File: src/rtl/id_ex_operand_stage.sv
// id_ex_operand_stage: ID/EX pipeline register and ALU operand select.
// Captures decoded fields and builds the ALU operands with MEM/WB bypass.
// It also detects load-use hazards and turns flushes and hazards into bubbles.
// Build option: define FORWARD_EN to enable the MEM/WB bypass paths. When it
// is undefined, every RAW dependence on an in-flight writer stalls decode.
module id_ex_operand_stage #(
  parameter int XLEN   = 32,
  parameter int RIDX_W = 5
) (
  input  logic              clk,
  input  logic              rst,
  input  logic              stall,
  input  logic              flush,
  input  logic              id_valid,
  input  logic [XLEN-1:0]   id_pc,
  input  logic [XLEN-1:0]   id_rs1_data,
  input  logic [XLEN-1:0]   id_rs2_data,
  input  logic [XLEN-1:0]   id_imm,
  input  logic [RIDX_W-1:0] id_rs1,
  input  logic [RIDX_W-1:0] id_rs2,
  input  logic [RIDX_W-1:0] id_rd,
  input  logic              id_uses_rs1,
  input  logic              id_uses_rs2,
  input  logic              id_reg_wen,
  input  logic              id_mem_read,
  input  logic              id_a_sel,
  input  logic              id_b_sel,
  input  logic [3:0]        id_alu_op,
  input  logic              mem_valid,
  input  logic              mem_reg_wen,
  input  logic [RIDX_W-1:0] mem_rd,
  input  logic [XLEN-1:0]   mem_result,
  input  logic              wb_valid,
  input  logic              wb_reg_wen,
  input  logic [RIDX_W-1:0] wb_rd,
  input  logic [XLEN-1:0]   wb_result,
  output logic [XLEN-1:0]   alu_a,
  output logic [XLEN-1:0]   alu_b,
  output logic [3:0]        alu_op,
  output logic [XLEN-1:0]   ex_store_data,
  output logic              ex_valid,
  output logic              ex_reg_wen,
  output logic              ex_mem_read,
  output logic [RIDX_W-1:0] ex_rd,
  output logic [XLEN-1:0]   ex_pc,
  output logic              hazard_stall
);

  logic              vld_p1;
  logic [XLEN-1:0]   pc_p1;
  logic [XLEN-1:0]   rs1_data_p1;
  logic [XLEN-1:0]   rs2_data_p1;
  logic [XLEN-1:0]   imm_p1;
  logic [RIDX_W-1:0] rs1_p1;
  logic [RIDX_W-1:0] rs2_p1;
  logic [RIDX_W-1:0] rd_p1;
  logic              a_sel_p1;
  logic              b_sel_p1;
  logic [3:0]        alu_op_p1;
  logic              reg_wen_p1;
  logic              mem_read_p1;

  logic              mem_wr;
  logic              wb_wr;
  logic              ex_wr;
  logic              load_use;
  logic              raw_any;
  logic [XLEN-1:0]   fwd_rs1;
  logic [XLEN-1:0]   fwd_rs2;

  // True when a source index names a live, nonzero writer destination.
  function automatic logic src_hit(input logic uses, input logic [RIDX_W-1:0] src,
                                   input logic wr, input logic [RIDX_W-1:0] dst);
    return uses & wr & (dst != '0) & (src == dst);
  endfunction

  // Bypass select: MEM beats WB, and x0 never takes a bypassed value.
  function automatic logic [XLEN-1:0] fwd_sel(input logic [RIDX_W-1:0] src,
                                               input logic [XLEN-1:0] reg_val,
                                               input logic m_wr, input logic [RIDX_W-1:0] m_rd,
                                               input logic [XLEN-1:0] m_val,
                                               input logic w_wr, input logic [RIDX_W-1:0] w_rd,
                                               input logic [XLEN-1:0] w_val);
    if (src_hit(1'b1, src, m_wr, m_rd))      return m_val;
    else if (src_hit(1'b1, src, w_wr, w_rd)) return w_val;
    else                                     return reg_val;
  endfunction

  assign mem_wr = mem_valid & mem_reg_wen;
  assign wb_wr  = wb_valid & wb_reg_wen;
  assign ex_wr  = vld_p1 & reg_wen_p1;

  assign load_use = vld_p1 & mem_read_p1 & (rd_p1 != '0) & id_valid &
                    ((id_uses_rs1 & (id_rs1 == rd_p1)) | (id_uses_rs2 & (id_rs2 == rd_p1)));

`ifdef FORWARD_EN
  assign raw_any = 1'b0;
  assign fwd_rs1 = fwd_sel(rs1_p1, rs1_data_p1, mem_wr, mem_rd, mem_result,
                           wb_wr, wb_rd, wb_result);
  assign fwd_rs2 = fwd_sel(rs2_p1, rs2_data_p1, mem_wr, mem_rd, mem_result,
                           wb_wr, wb_rd, wb_result);
`else
  // Without bypass, decode waits until no in-flight stage writes a source.
  assign raw_any = id_valid &
                   (src_hit(id_uses_rs1, id_rs1, ex_wr,  rd_p1)  |
                    src_hit(id_uses_rs1, id_rs1, mem_wr, mem_rd) |
                    src_hit(id_uses_rs1, id_rs1, wb_wr,  wb_rd)  |
                    src_hit(id_uses_rs2, id_rs2, ex_wr,  rd_p1)  |
                    src_hit(id_uses_rs2, id_rs2, mem_wr, mem_rd) |
                    src_hit(id_uses_rs2, id_rs2, wb_wr,  wb_rd));
  assign fwd_rs1 = rs1_data_p1;
  assign fwd_rs2 = rs2_data_p1;

  logic unused_nofwd;
  assign unused_nofwd = ^{mem_result, wb_result, rs1_p1, rs2_p1};
`endif

  assign hazard_stall = load_use | raw_any;

  // EX register: reset, then flush bubble, hold on stall, hazard bubble, load.
  always_ff @(posedge clk) begin
    if (rst || flush || (!stall && hazard_stall)) begin
      vld_p1      <= 1'b0;
      pc_p1       <= '0;
      rs1_data_p1 <= '0;
      rs2_data_p1 <= '0;
      imm_p1      <= '0;
      rs1_p1      <= '0;
      rs2_p1      <= '0;
      rd_p1       <= '0;
      a_sel_p1    <= 1'b0;
      b_sel_p1    <= 1'b0;
      alu_op_p1   <= 4'b0000;
      reg_wen_p1  <= 1'b0;
      mem_read_p1 <= 1'b0;
    end else if (!stall) begin
      vld_p1      <= id_valid;
      pc_p1       <= id_pc;
      rs1_data_p1 <= id_rs1_data;
      rs2_data_p1 <= id_rs2_data;
      imm_p1      <= id_imm;
      rs1_p1      <= id_rs1;
      rs2_p1      <= id_rs2;
      rd_p1       <= id_rd;
      a_sel_p1    <= id_a_sel;
      b_sel_p1    <= id_b_sel;
      alu_op_p1   <= id_alu_op;
      reg_wen_p1  <= id_reg_wen;
      mem_read_p1 <= id_mem_read;
    end
  end

  // ---- EX stage: operand select from registered fields plus bypass ----
  assign alu_a         = a_sel_p1 ? pc_p1 : fwd_rs1;
  assign alu_b         = b_sel_p1 ? imm_p1 : fwd_rs2;
  assign ex_store_data = fwd_rs2;
  assign alu_op        = alu_op_p1;
  assign ex_valid      = vld_p1;
  assign ex_reg_wen    = reg_wen_p1;
  assign ex_mem_read   = mem_read_p1;
  assign ex_rd         = rd_p1;
  assign ex_pc         = pc_p1;

endmodule

File: config.mk
export PLATFORM = sky130hd
export DESIGN_NAME = id_ex_operand_stage
export DESIGN_NICKNAME = d
export VERILOG_FILES = /design/src/rtl/id_ex_operand_stage.sv
export SDC_FILE = /design/constraint.sdc
export NUM_CORES = 1
export LEC_CHECK = 0
export CORE_AREA = 2 2 146 148
export CTS_CLUSTER_DIAMETER = 120
export DETAILED_ROUTE_END_ITERATION = 7
export DIE_AREA = 0 0 148 150
export PLACE_DENSITY = 0.79
export SLEW_MARGIN = 25
export SYNTH_ARGS = -nofsm -noshare
export SYNTH_HDL_FRONTEND = slang
export SYNTH_SLANG_ARGS = --single-unit
export TNS_END_PERCENT = 1
File: constraint.sdc
create_clock -name clk -period 10.18 [get_ports clk]
set_clock_uncertainty 0.05 [all_clocks]
set_input_delay 3.054 -clock clk [delete_from_list [all_inputs] [get_ports clk]]
set_output_delay 3.054 -clock clk [all_outputs]
set_load 0.005 [all_outputs]
==> flow_summary.yaml <==
pwr:
  p_seq_share_pct: 39.2
  power_density_nw_per_um2: 137
  p_sw_share_pct: 25.7
  p_leak_nw: 3.61
  vdd_ir_drop_max_uv: 107
  power.switching_uw: 397
  combPwrFrac_pct: 17.2
  internal_power_mw: 1.15
  clkPwrFrac_pct: 43.6
global_route:
  grt_pass1_vias: 7212
  antenna_found_initial: 1
  grt_overflow_total: 0
  grt_pass1_wl_mm: 41.1
  grt_use_total_pct: 23.1
  grt_max_degree: 112
clocking:
  post_cts_buffers: 0
  cts_resized: 0
  h-tree-depth: 4
  root_buffer: "clkbuf_16"
  clkSinkCount: 142
  path_clk_slew_ns: 0.06
  cts_tree: "built"
  clk_latency_ns: 0.41
  cts_buffers: 17
  cts_hold_buf: 0
  clockBufferDepth: 2
placed_design:
  gp_congestion: 0.844
  numPlacedInstances: 1287
  post-place-ws_ns: 1.67
  place_hpwl_mm: 17.2
  io_buffers: 312
yosys:
  yosysSeqAreaShare_pct: 37.8
  synth_area_leaders: "dfxtp_1 (38%), a32oi_1 (17%), o211ai_1 (14%)"
  synth_edf_count: 0
  synth_most_common_cell: "a32oi_1"
  ys.flop_type: "dfxtp_1"
  syn_nets: 1036
  synth_xor_area_share_pct: 3.50
  yosysTopAreaCell: "dfxtp_1"
  netlist_instances: 800
  synthAdderAreaFrac_pct: 0
  synth_area_per_cell_um2: 9.40
  synthTopCellsByCount: "a32oi_1 (143), dfxtp_1 (142), o211ai_1 (142)"
  synth-simple-area-share_pct: 1.36
  synth.distinct_cells: 26
  synth_top_family_by_area: "compound AO/OA/AOI/OAI gates"
  async_reset_ff_share_pct: 0
  synth_seq_cells: 142
  synth_top_cell_area_share_pct: 37.8
  synth_mux_area_share_pct: 9.59
  syn_area_um2: 7520
  synth_compound_area_share_pct: 41.1
  yosys_warnings: 0
final_layout:
  antennaDiodeCount: 0
  n_fill_cell: 1855
  layout.cells.non_filler: 1319
  area_delta_synth_final_pct: 49.8
  nets: 1267
  layout-drive-gt1-share_pct: 10.8
route:
  drtPass1Iterations: 5
  ant_nets: 0
  drcViolationCount: 0
  wire_per_inst_um: 20.9
  drtIter0Drc: 604
  num_vias: 7953
  routed_wl_mm: 27.5
  vias_per_cell: 6.03
timing:
  fin_crit_ns: 8.49
  finalSetupTns_ns: 0
  setup_viol: 0
  timing.final.ws_setup_ns: 1.69
  drv_slew: 0
  hold_viol_final: 0
  finalCritPeriodShare_pct: 83.4
  tightest_slew_ns: 1.03
  max_freq_ghz: 0.118
  rsz0062_at_grt: "false"
  relSlewSlack_pct: 31.1
floorplanning:
  pin_count: 377
  die_area_um2: 22200
  rows: 53
  die_w_um: 148
  core-area_um2: 20700
  start_util_pct: 36.3
  fp.dieH_um: 150
worst_setup_path:
  crit_path_end_kind: "primary output"
  arrival_ns: 5.39
  worstReg2RegStart: "ex_rd[4]"
  crit_type: "in -> out"
  crit_path_start_kind: "input port"
  crit_start: "id_rs2[1]"
  worst_ep_required_time_ns: 7.08
  worstPathMaxFanout: 3
run:
  drv_cap: 0
min_path:
  hold_start: "fwd_rs1[29]"
  holdCritPathClass: "reg -> reg"
run_status:
  outcome: "finished, final reports clean"
==> worst max-delay path, cell delays in order <==
cell and delay, ns:
clkdlybuf4s50_1 0.52, xor2_1 0.20, nor4_1 0.42, a32oi_4 0.18
nor2_1 0.31, o21a_1 0.18, clkdlybuf4s50_1 0.52
==> per-stage QoR <==
stage	power [mW]	util [%]	instance area (µm²)	hold slack, ns
floorplan	0.717	-	7520	0.380
global placement	0.879	51.4	10600	0.395
detailed placement	0.883	51.4	10600	0.404
CTS	1.56	54.4	11300	0.422
global route	1.61	54.4	11300	0.442
finish	1.55	54.4	11300	0.420
==> sequential cells by signal (all words and copies together), names as in the netlist <==
register	flops
ex_pc	32
ex_store_data	32
fwd_rs1	32
imm_p1	32
ex_rd	5
alu_op	4
a_sel_p1	1
b_sel_p1	1
ex_mem_read	1
ex_reg_wen	1
ex_valid	1
==> power groups by stage <==
stage	Sequential [mW]	Clock, mW	Combinational [mW]
after floorplan	0.613	0	0.104
after global placement	0.618	0	0.262
after CTS	0.606	0.686	0.266
final	0.606	0.674	0.266
after detailed placement	0.618	0	0.265
after global routing	0.610	0.712	0.285
==> worst paths after layout <==
| check | endpoint | slack [ns] | cells past startpoint |
|---|---|---|---|
| worst max-delay path | hazard_stall | 1.69 | 7 |
| worst min-delay path | fwd_rs1[29] | 0.42 | 2 |
| worst max register to register | ex_pc[4] | 7.00 | 7 |
| worst min register to register | fwd_rs1[29] | 0.42 | 2 |
==> cells by family (layout without fill, tap and decap cells) <==
family / Yosys count / after routing
buffers and inverters: 115 / 359
flip-flops: 142 / 142
AO/OA/AOI/OAI: 432 / 432
AND/OR/NAND/NOR: 17 / 17
XOR/XNOR: 30 / 30
multiplexers: 64 / 64
==> routing by layer <==
layer / part of all wire, % / global-route usage (%) / vias to the layer above
met4: 2.1 / 7.38 / 2
met3: 6.4 / 5.24 / 38
met2: 48 / 36.5 / 304
met1: 43 / 31.3 / 3867
li1: - / - / 3742
met5: 0.047 / 0 / -
==> final cells by class <==
class	instances	area (µm²)	area share [%]
clock buffers	20	437	3.88
clock inverters	12	185	1.64
inverters	1	6.26	0.0556
multi-input cells	543	4210	37.4
flip-flops and latches	142	2840	25.2
well taps	275	344	3.06
repair buffers	326	3230	28.7
==> placed cells by master (no fill, tap or decap) <==
master,synthesis,routed
dfxtp_1,142,142
o21ai_1,80,80
inv_6,0,3
nor3_2,0,1
clkbuf_16,0,17
xor2_1,24,24
clkbuf_1,82,3
o221ai_1,1,1
clkdlybuf4s50_1,0,312
or4_1,3,3
nor2_1,1,1
bufinv_16,0,4
buf_6,0,1
o21ai_0,61,61
a32oi_4,0,1
o31ai_1,1,1
inv_4,0,1
clkinvlp_4,0,4
and2_1,3,3
o21a_1,1,1
a32oi_1,143,143
nand2_1,2,2
nor3b_2,0,1
nor4_1,6,6
o22ai_4,0,1
buf_4,11,13
xnor2_1,6,6
o211ai_1,142,142
o211ai_4,0,1
mux2_2,64,64
clkinv_4,0,1
Power figures use the tool's default switching activity.
